$ cat src/rtl/pattern_generator_if.sv
// Request/status bundle between a pattern requester and the serial pattern generator.
interface pattern_generator_if #(
  parameter int unsigned PAT_W = 6,
  parameter int unsigned CNT_W = 8,
  parameter int unsigned GAP_W = 4
);
  logic             start;
  logic [PAT_W-1:0] pat_in;
  logic [CNT_W-1:0] rep_cnt;
  logic [GAP_W-1:0] gap_len;
  logic             abort;
  logic             out;
  logic             out_valid;
  logic             busy;
  logic             done;

  modport master (
    output start, pat_in, rep_cnt, gap_len, abort,
    input  out, out_valid, busy, done
  );

  modport slave (
    input  start, pat_in, rep_cnt, gap_len, abort,
    output out, out_valid, busy, done
  );
endinterface

$ cat src/rtl/pattern_generator.sv
// Serial MSB-first pattern transmitter with programmable repeat count and inter-pattern gap.
module pattern_generator #(
  parameter int unsigned PAT_W = 6,
  parameter int unsigned CNT_W = 8,
  parameter int unsigned GAP_W = 4
) (
  input logic                clk,
  input logic                rst,
  pattern_generator_if.slave bus
);

  localparam int unsigned IdxW = $clog2(PAT_W);
  localparam logic [IdxW-1:0] IdxMax = IdxW'(PAT_W - 1);

  typedef enum logic [1:0] {StIdle, StShift, StGap} state_e;

  state_e           state_q, state_d;
  logic [PAT_W-1:0] pat_q, pat_d;
  logic [CNT_W-1:0] rep_q, rep_d;
  logic [GAP_W-1:0] gap_q, gap_d;
  logic [GAP_W-1:0] gcnt_q, gcnt_d;
  logic [IdxW-1:0]  idx_q, idx_d;
  logic             out_q, out_d;
  logic             valid_q, valid_d;
  logic             busy_q, busy_d;
  logic             done_q, done_d;

  // Outputs are computed one cycle ahead so every port is a plain flop.
  always_comb begin
    state_d = state_q;
    pat_d   = pat_q;
    rep_d   = rep_q;
    gap_d   = gap_q;
    gcnt_d  = gcnt_q;
    idx_d   = idx_q;
    out_d   = 1'b0;
    valid_d = 1'b0;
    busy_d  = 1'b0;
    done_d  = 1'b0;
    unique case (state_q)
      StIdle: begin
        if (!bus.abort && bus.start && (bus.rep_cnt != '0)) begin
          pat_d   = bus.pat_in;
          rep_d   = bus.rep_cnt;
          gap_d   = bus.gap_len;
          idx_d   = IdxMax;
          out_d   = bus.pat_in[PAT_W-1];
          valid_d = 1'b1;
          busy_d  = 1'b1;
          state_d = StShift;
        end
      end
      StShift: begin
        if (bus.abort) begin
          state_d = StIdle;
        end else if (idx_q != '0) begin
          idx_d   = idx_q - 1'b1;
          out_d   = pat_q[idx_d];
          valid_d = 1'b1;
          busy_d  = 1'b1;
        end else if (rep_q == CNT_W'(1)) begin
          state_d = StIdle;
          done_d  = 1'b1;
        end else begin
          // rep_q counts repetitions still owed, including the one just finished.
          rep_d  = rep_q - 1'b1;
          busy_d = 1'b1;
          if (gap_q != '0) begin
            gcnt_d  = gap_q;
            state_d = StGap;
          end else begin
            idx_d   = IdxMax;
            out_d   = pat_q[PAT_W-1];
            valid_d = 1'b1;
          end
        end
      end
      StGap: begin
        if (bus.abort) begin
          state_d = StIdle;
        end else if (gcnt_q == GAP_W'(1)) begin
          idx_d   = IdxMax;
          out_d   = pat_q[PAT_W-1];
          valid_d = 1'b1;
          busy_d  = 1'b1;
          state_d = StShift;
        end else begin
          gcnt_d = gcnt_q - 1'b1;
          busy_d = 1'b1;
        end
      end
      default: state_d = StIdle;
    endcase
  end

  always_ff @(posedge clk) begin
    if (rst) begin
      state_q <= StIdle;
      pat_q   <= '0;
      rep_q   <= '0;
      gap_q   <= '0;
      gcnt_q  <= '0;
      idx_q   <= '0;
      out_q   <= 1'b0;
      valid_q <= 1'b0;
      busy_q  <= 1'b0;
      done_q  <= 1'b0;
    end else begin
      state_q <= state_d;
      pat_q   <= pat_d;
      rep_q   <= rep_d;
      gap_q   <= gap_d;
      gcnt_q  <= gcnt_d;
      idx_q   <= idx_d;
      out_q   <= out_d;
      valid_q <= valid_d;
      busy_q  <= busy_d;
      done_q  <= done_d;
    end
  end

  assign bus.out       = out_q;
  assign bus.out_valid = valid_q;
  assign bus.busy      = busy_q;
  assign bus.done      = done_q;

endmodule

$ cat src/flat_wrapper.sv
// flat-port wrapper written by rule: the top's interface ports become plain ports
module pattern_generator_flat 
#(
  parameter int unsigned PAT_W = 6,
  parameter int unsigned CNT_W = 8,
  parameter int unsigned GAP_W = 4
)
  (clk, rst, bus_start, bus_pat_in, bus_rep_cnt, bus_gap_len, bus_abort, bus_out, bus_out_valid, bus_busy, bus_done);
  pattern_generator_if #(.PAT_W(PAT_W), .CNT_W(CNT_W), .GAP_W(GAP_W)) bus_i ();
  input logic clk;
  input logic rst;
  input wire logic [$bits(bus_i.start)-1:0] bus_start;
  input wire logic [$bits(bus_i.pat_in)-1:0] bus_pat_in;
  input wire logic [$bits(bus_i.rep_cnt)-1:0] bus_rep_cnt;
  input wire logic [$bits(bus_i.gap_len)-1:0] bus_gap_len;
  input wire logic [$bits(bus_i.abort)-1:0] bus_abort;
  output wire logic [$bits(bus_i.out)-1:0] bus_out;
  output wire logic [$bits(bus_i.out_valid)-1:0] bus_out_valid;
  output wire logic [$bits(bus_i.busy)-1:0] bus_busy;
  output wire logic [$bits(bus_i.done)-1:0] bus_done;
  assign bus_i.start = bus_start;
  assign bus_i.pat_in = bus_pat_in;
  assign bus_i.rep_cnt = bus_rep_cnt;
  assign bus_i.gap_len = bus_gap_len;
  assign bus_i.abort = bus_abort;
  assign bus_out = bus_i.out;
  assign bus_out_valid = bus_i.out_valid;
  assign bus_busy = bus_i.busy;
  assign bus_done = bus_i.done;
  pattern_generator #(.PAT_W(PAT_W), .CNT_W(CNT_W), .GAP_W(GAP_W)) u_core (.clk(clk), .rst(rst), .bus(bus_i));
endmodule
$ cat config.mk
export PLATFORM = sky130hd
export DESIGN_NAME = pattern_generator_flat
export DESIGN_NICKNAME = d
export VERILOG_FILES = /design/src/rtl/pattern_generator_if.sv /design/src/rtl/pattern_generator.sv /design/src/flat_wrapper.sv
export SDC_FILE = /design/constraint.sdc
export NUM_CORES = 1
export LEC_CHECK = 0
export ABC_AREA = 1
export BUFFER_PORTS_ARGS = -buffer_cell sky130_fd_sc_hd__buf_4
export CAP_MARGIN = 20
export CORE_MARGIN = 3
export CORE_UTILIZATION = 35
export CTS_BUF_LIST = sky130_fd_sc_hd__clkbuf_8 sky130_fd_sc_hd__clkbuf_16
export CTS_CLUSTER_SIZE = 25
export DETAILED_ROUTE_END_ITERATION = 10
export GPL_TIMING_DRIVEN = 1
export PLACE_DENSITY = 0.62
export SYNTH_ARGS = -nofsm -noshare
export SYNTH_HDL_FRONTEND = slang
export SYNTH_SLANG_ARGS = --single-unit
$ cat constraint.sdc
create_clock -name clk -period 2.7 [get_ports clk]
set_input_delay 0.135 -clock clk [delete_from_list [all_inputs] [get_ports clk]]
set_output_delay 0.135 -clock clk [all_outputs]
set_load 0.02 [all_outputs]
# Word level (Yosys, flattened, before mapping)
# Cells that the tools add are included.
[op_classes]
add_sub_neg = 3
order_cmp = 1
eq_ne = 17
mux = 52
n_bitwise = 1
n_reduce_logical = 16
[ops]
columns = ["op", "n"]
rows = [
  ["$mux W8", 4],
  ["$mux W4", 6],
  ["$mux W3", 7],
  ["$mux W1", 20],
  ["$pmux W8 S2", 1],
  ["$mux W2", 7],
  ["$reduce_and A7 Y1", 2],
  ["$ne A2 B2 Y1 const B", 5],
  ["$ne A3 B2 Y1 const B", 3],
  ["$pmux W1 S3", 3],
  ["$pmux W3 S3", 1],
  ["$eq A8 B1 Y1 const B", 1],
  ["$pmux W4 S2", 1],
  ["$reduce_bool A8 Y1", 1],
  ["$sub A8 B1 Y8 const B", 1],
  ["$ne A2 B1 Y1 const B", 3],
  ["$pmux W2 S3", 1],
  ["$reduce_bool A3 Y1", 2],
  ["$reduce_and A5 Y1", 1],
  ["$eq A4 B1 Y1 const B", 1],
  ["$lt A3 B4 Y1 const B", 1],
  ["$ne A4 B2 Y1 const B", 1],
  ["$reduce_and A4 Y1", 1],
  ["$reduce_bool A2 Y1", 2],
  ["other kinds (13)", 14],
]
[word_totals]
regBits = 31
inputBits = 22
output_inout_bits = 4
word_cells = 100

# Longest topological paths before layout
[depth]
depth_word = 6
depth_mapped = 11
mapped_depth_nobuf = 11

# Worst setup path before layout
# No wires, ideal clock.
[synth_timing]
kind = "reg2reg"
start = "register u_core.idx_q[0]"
end = "register u_core.gcnt_q[3]"
setup_time_ns = 0.113
arrival_time_ns = 1.325
required_ns = 2.587
setup_slack_ns = 1.262
path_stages_with_launch = 10
n_path_buf = 0
synth_period_minus_slack_ns = 1.438
path_cell_list = "dfxtp_1 inv_1 ha_1 inv_1 nor2_1 nor2_2 nor3_4 nand2_4 nor2_1 nor2_1"
[synth_between]
elab_chain_len = 3
[synth_lines]
columns = ["element", "line", "rtl"]
rows = [
  ["from (decl)", "pattern_generator.sv:22", "logic [IdxW-1:0] idx_q, idx_d;"],
  ["from (signal assigned)", "pattern_generator.sv:114", "idx_q <= idx_d;"],
  ["$reduce_bool A3 Y1", "pattern_generator.sv:56", "end else if (idx_q != '0) begin"],
  ["$ne A2 B2 Y1 (no source line)", "--", ""],
  ["$reduce_and A7 Y1 (no source line)", "--", ""],
  ["to (signal assigned)", "pattern_generator.sv:113", "gcnt_q <= gcnt_d;"],
  ["to (decl)", "pattern_generator.sv:21", "logic [GAP_W-1:0] gcnt_q, gcnt_d;"],
]
# No other way between the ends.
# A chain may end at the register's enable or synchronous reset.

# Worst setup path in the final report
# Ends and elaborated chain as after synthesis.

==> results summary <==
Entering global routing, the biggest net connects 20 pins. The register share of total power came out at 0.379. The post-route fraction of the period consumed by the critical path came out at 0.597.

The first global-routing pass estimated 7430 um of wire. Measured in cells, the most critical reg-to-reg path has a length of 9. The number of library cell types mapped by synthesis is 24. The number of antenna violations at the first check in global routing came out at 0.

The total number of placement rows is 26. In this run the tightest slew margin relative to its limit is 0.755. The share of power burned in combinational logic came out at 0.229.

Post-CTS repair changed the size of 0 cells. The placed wire-length estimate is 3240 um. On the worst path, the slowest cell contributes a delay of 0.33 ns. The H-tree depth reported by CTS came out at 2. The max-slew violation total from the final report came out at 0. The average wire per standard cell is 10.6 um. The DRC violation total after the first TritonRoute iteration is 104.

The worst setup path is of the reg2reg kind. The setup TNS after final layout came out at 0 ns. In this run the worst setup path begins at u_core.idx_q[0]. The post-CTS setup repair buffer count came out at 0. STA classifies the critical path startpoint as a register.

The total length of routed wires came out at 4180 um. Clock-pin slew was measured on the worst setup and hold paths at 0.07 ns. The critical path contains buffers and inverters numbering 2 combined. The pin slew with the least headroom to its limit came out at 0.367 ns. The number of buffers on the longest clock path is 2. The run finished with clean final reports. The arrival time at the worst endpoint is between 1.5 and 2 ns. The number of hold buffers added after CTS is 0. Walking the worst path, the cells encountered are inv_1 > ha_1 > inv_1 > nor2_1 > nor2_2 > nor3_4 > nand2_4 > nor2_1 > nor2_1. For this configuration, the core starts out at a cell density of 0.369. The root buffer cell chosen for the clock tree is sky130_fd_sc_hd__clkbuf_8. The total of buffers placed on input and output ports came out at 25. The signed area change from the synthesized netlist to the final layout is 19.7%. The via-per-instance ratio came out at approximately 4.6. Timing would allow up to 620 MHz. The insertion delay to the later sink of the worst-skew pair is 0.28 ns.

The leakage power of the design came out at 1.08 nW. The repair_antennas step left the layout with diodes totalling 0. The worst hold path begins at bus_pat_in[2]. The cell family contributing the most delay on the critical path is simple AND/OR/NAND/NOR gates. The total of warnings raised by yosys came out at 0. The sequential fraction of the synthesis area came out at 0.324. TritonCTS built the clock tree. The count of antenna-violating nets left after detailed routing is 0.

The total setup violations reported at the end of the flow came out at 0. The floorplan step set the die width to around 80 um. The share of total power dissipated in the clock network is 0.392. The number of synthesized register bits is 31.

The synthesized area divided by synthesized cell count came out at roughly 6.5 um2. The total count of hold-check failures in the final report came out at 0. The maximum ir drop on the vdd rail is 0.263 mV. Of the total power, the share spent switching nets is 0.286. The library cell appearing most often on the critical path is sky130_fd_sc_hd__nor2_1. The clock period could shrink to 1.61 ns.

The full die area came out at 0.00640 mm2. Summed over all nets, the switching power comes to 0.392 mW. The die is 80.0 um tall.

For this run, the total global-route usage over all layers was measured as 0.147. The share of cells above drive strength 1 came out at 0.201. Of all nets on the critical path, the largest fanout is 7. Before antenna repair, the detailed router went through 4 iterations.

STA classifies the critical path endpoint as a register. For this design the ratio of total power to cell area is 596 mW/mm2. Final hold analysis gives a worst-case slack of approximately 0.11 ns. The number of sinks driven by the clock tree is 31. The overall power consumption is 1.37 mW. The tool flagged a number of max-cap violations equal to 0. The endpoint required time on the critical path came out at 2.88 ns. The netlist area before placement is 0.00192 mm2. Counting buffers and inverters, the worst setup path is 9 cells deep. The worst hold path was traced through 3 stages. The boundary pin count is 26. The internal power summed over all cells is 0.976 mW. The core region area came out at 0.00520 mm2. The total nets after synthesis came out at roughly 320. The cell count after synthesis came out at 295. The congestion estimate from routability-driven global placement came to between 0.8 and 0.9.

The slowest stage of the critical path belongs to the cell sky130_fd_sc_hd__dfxtp_1. The number of nets in the layout is ~350. The via count is 1,803. The tightest min-delay check is of the in2reg type. The via count of the first global-routing pass is approximately 1,700. The worst clock skew came out at 0.00585 ns. The residual overflow from global routing came out at 0. The worst register-to-register path begins at u_core.idx_q[0]. The number of clock buffers inserted by TritonCTS came out at 5. Setup repair after global routing left no endpoint under its margin. The residual DRC count came out at 0.
## cell usage in the layout, fill, tap and decap left out, drive strengths merged
master	count
clkbuf	5
nand3	26
buf	25
xnor2	2
nand2	86
inv	43
o22ai	1
nand4	3
dfxtp	31
nor3	1
bufinv	2
o21ai	17
nor2	53
a31oi	1
a21oi	20
ha	6
nand3b	2
## final timing paths
| check | endpoint | slack (ns) |
|---|---|---|
| max | u_core.gcnt_q[3] | 1.09 |
| min | u_core.pat_q[2] | 0.11 |
| max reg2reg | u_core.gcnt_q[3] | 1.09 |
| min reg2reg | u_core.pat_q[1] | 0.47 |
## cell families (layout without fill, tap and decap cells)
kind of cell | Yosys count | count (layout) | synth area share
AND/OR/NAND/NOR | 171 | 171 | 0.426
buffers and inverters | 46 | 75 | 0.0992
AO/OA/AOI/OAI | 39 | 39 | 0.103
flip-flops | 31 | 31 | 0.324
adder cells (fa/ha/maj) | 6 | 6 | 0.0391
XOR/XNOR | 2 | 2 | 0.00913
## metrics by stage
stage          worst slack [ns]  cells  utilization  cell area [um2]
2_1_floorplan              1.26    295            -             1920
3_3_place_gp               1.14    386        0.416             2160
3_5_place_dp               1.10    386        0.416             2160
4_1_cts                    1.09    394        0.441             2300
5_1_grt                   0.891    394        0.441             2300
6_report                   1.09    394        0.441             2300
## synthesized netlist by cell type
cell                       count  area [um2]
sky130_fd_sc_hd__nand2_1      78         293
sky130_fd_sc_hd__nor2_1       41         154
sky130_fd_sc_hd__inv_1        35         131
sky130_fd_sc_hd__dfxtp_1      31         621
sky130_fd_sc_hd__nand3_1      21         105
sky130_fd_sc_hd__a21oi_1      20         100
sky130_fd_sc_hd__o21ai_0      17        85.1
sky130_fd_sc_hd__nor2_2        8        50.1
sky130_fd_sc_hd__ha_1          6        75.1
sky130_fd_sc_hd__inv_2         6        22.5
sky130_fd_sc_hd__nand3_2       5        50.1
sky130_fd_sc_hd__nand2_2       4        25.0
sky130_fd_sc_hd__nand2_4       4        45.0
sky130_fd_sc_hd__nor2_4        4        45.0
sky130_fd_sc_hd__nand4_1       3        18.8
sky130_fd_sc_hd__buf_6         2        22.5
sky130_fd_sc_hd__nand3b_1      2        15.0
sky130_fd_sc_hd__xnor2_1       2        17.5
sky130_fd_sc_hd__a31oi_1       1        6.26
sky130_fd_sc_hd__buf_1         1        3.75
sky130_fd_sc_hd__clkbuf_1      1        3.75
sky130_fd_sc_hd__inv_4         1        6.26
sky130_fd_sc_hd__nor3_4        1        16.3
sky130_fd_sc_hd__o22ai_1       1        6.26
## metal layers
metal / wire length [um] / global-route usage / vias to the layer above / part of all wire
met3: 189 / 0.0361 / 8 / 0.045
met1: 1920 / 0.180 / 780 / 0.46
met2: 2000 / 0.248 / 35 / 0.48
met4: 68 / 0.0507 / 0 / 0.016
li1: - / - / 980 / -
met5: 0 / 0 / - / 0
## worst reg2reg max path: stages, from the launching register on
cell and delay (ns):
sky130_fd_sc_hd__dfxtp_1 0.33, sky130_fd_sc_hd__inv_1 0.16, sky130_fd_sc_hd__ha_1 0.19, sky130_fd_sc_hd__inv_1 0.04
sky130_fd_sc_hd__nor2_1 0.17, sky130_fd_sc_hd__nor2_2 0.10, sky130_fd_sc_hd__nor3_4 0.27, sky130_fd_sc_hd__nand2_4 0.11
sky130_fd_sc_hd__nor2_1 0.09, sky130_fd_sc_hd__nor2_1 0.05
## power by group through the flow
stage / clock network, mW / logic (mW) / registers [mW]
after CTS: 0.551 / 0.316 / 0.518
after detailed placement: 0 / 0.314 / 0.528
after global placement: 0 / 0.311 / 0.527
final: 0.537 / 0.313 / 0.518
after global routing: 0.575 / 0.362 / 0.522
after floorplan: 0 / 0.237 / 0.526
## area by class of cell
class / instances / area (um2)
repair buffers: 25 / 188
flip-flops and latches: 31 / 621
clock inverters: 3 / 63.8
clock buffers: 5 / 68.8
multi-input cells: 218 / 1110
fillers: 563 / 2910
well taps: 70 / 87.6
inverters: 42 / 160
## flip-flops by register name, summed over array words and instances, names as in the netlist
name,cells
u_core.bus.busy,1
u_core.bus.done,1
u_core.gcnt_q,4
u_core.bus.out,1
u_core.bus.out_valid,1
u_core.state_q,2
u_core.gap_q,4
u_core.idx_q,3
u_core.rep_q,8
u_core.pat_q,6
Note: power is estimated with default switching activity, not from simulation.
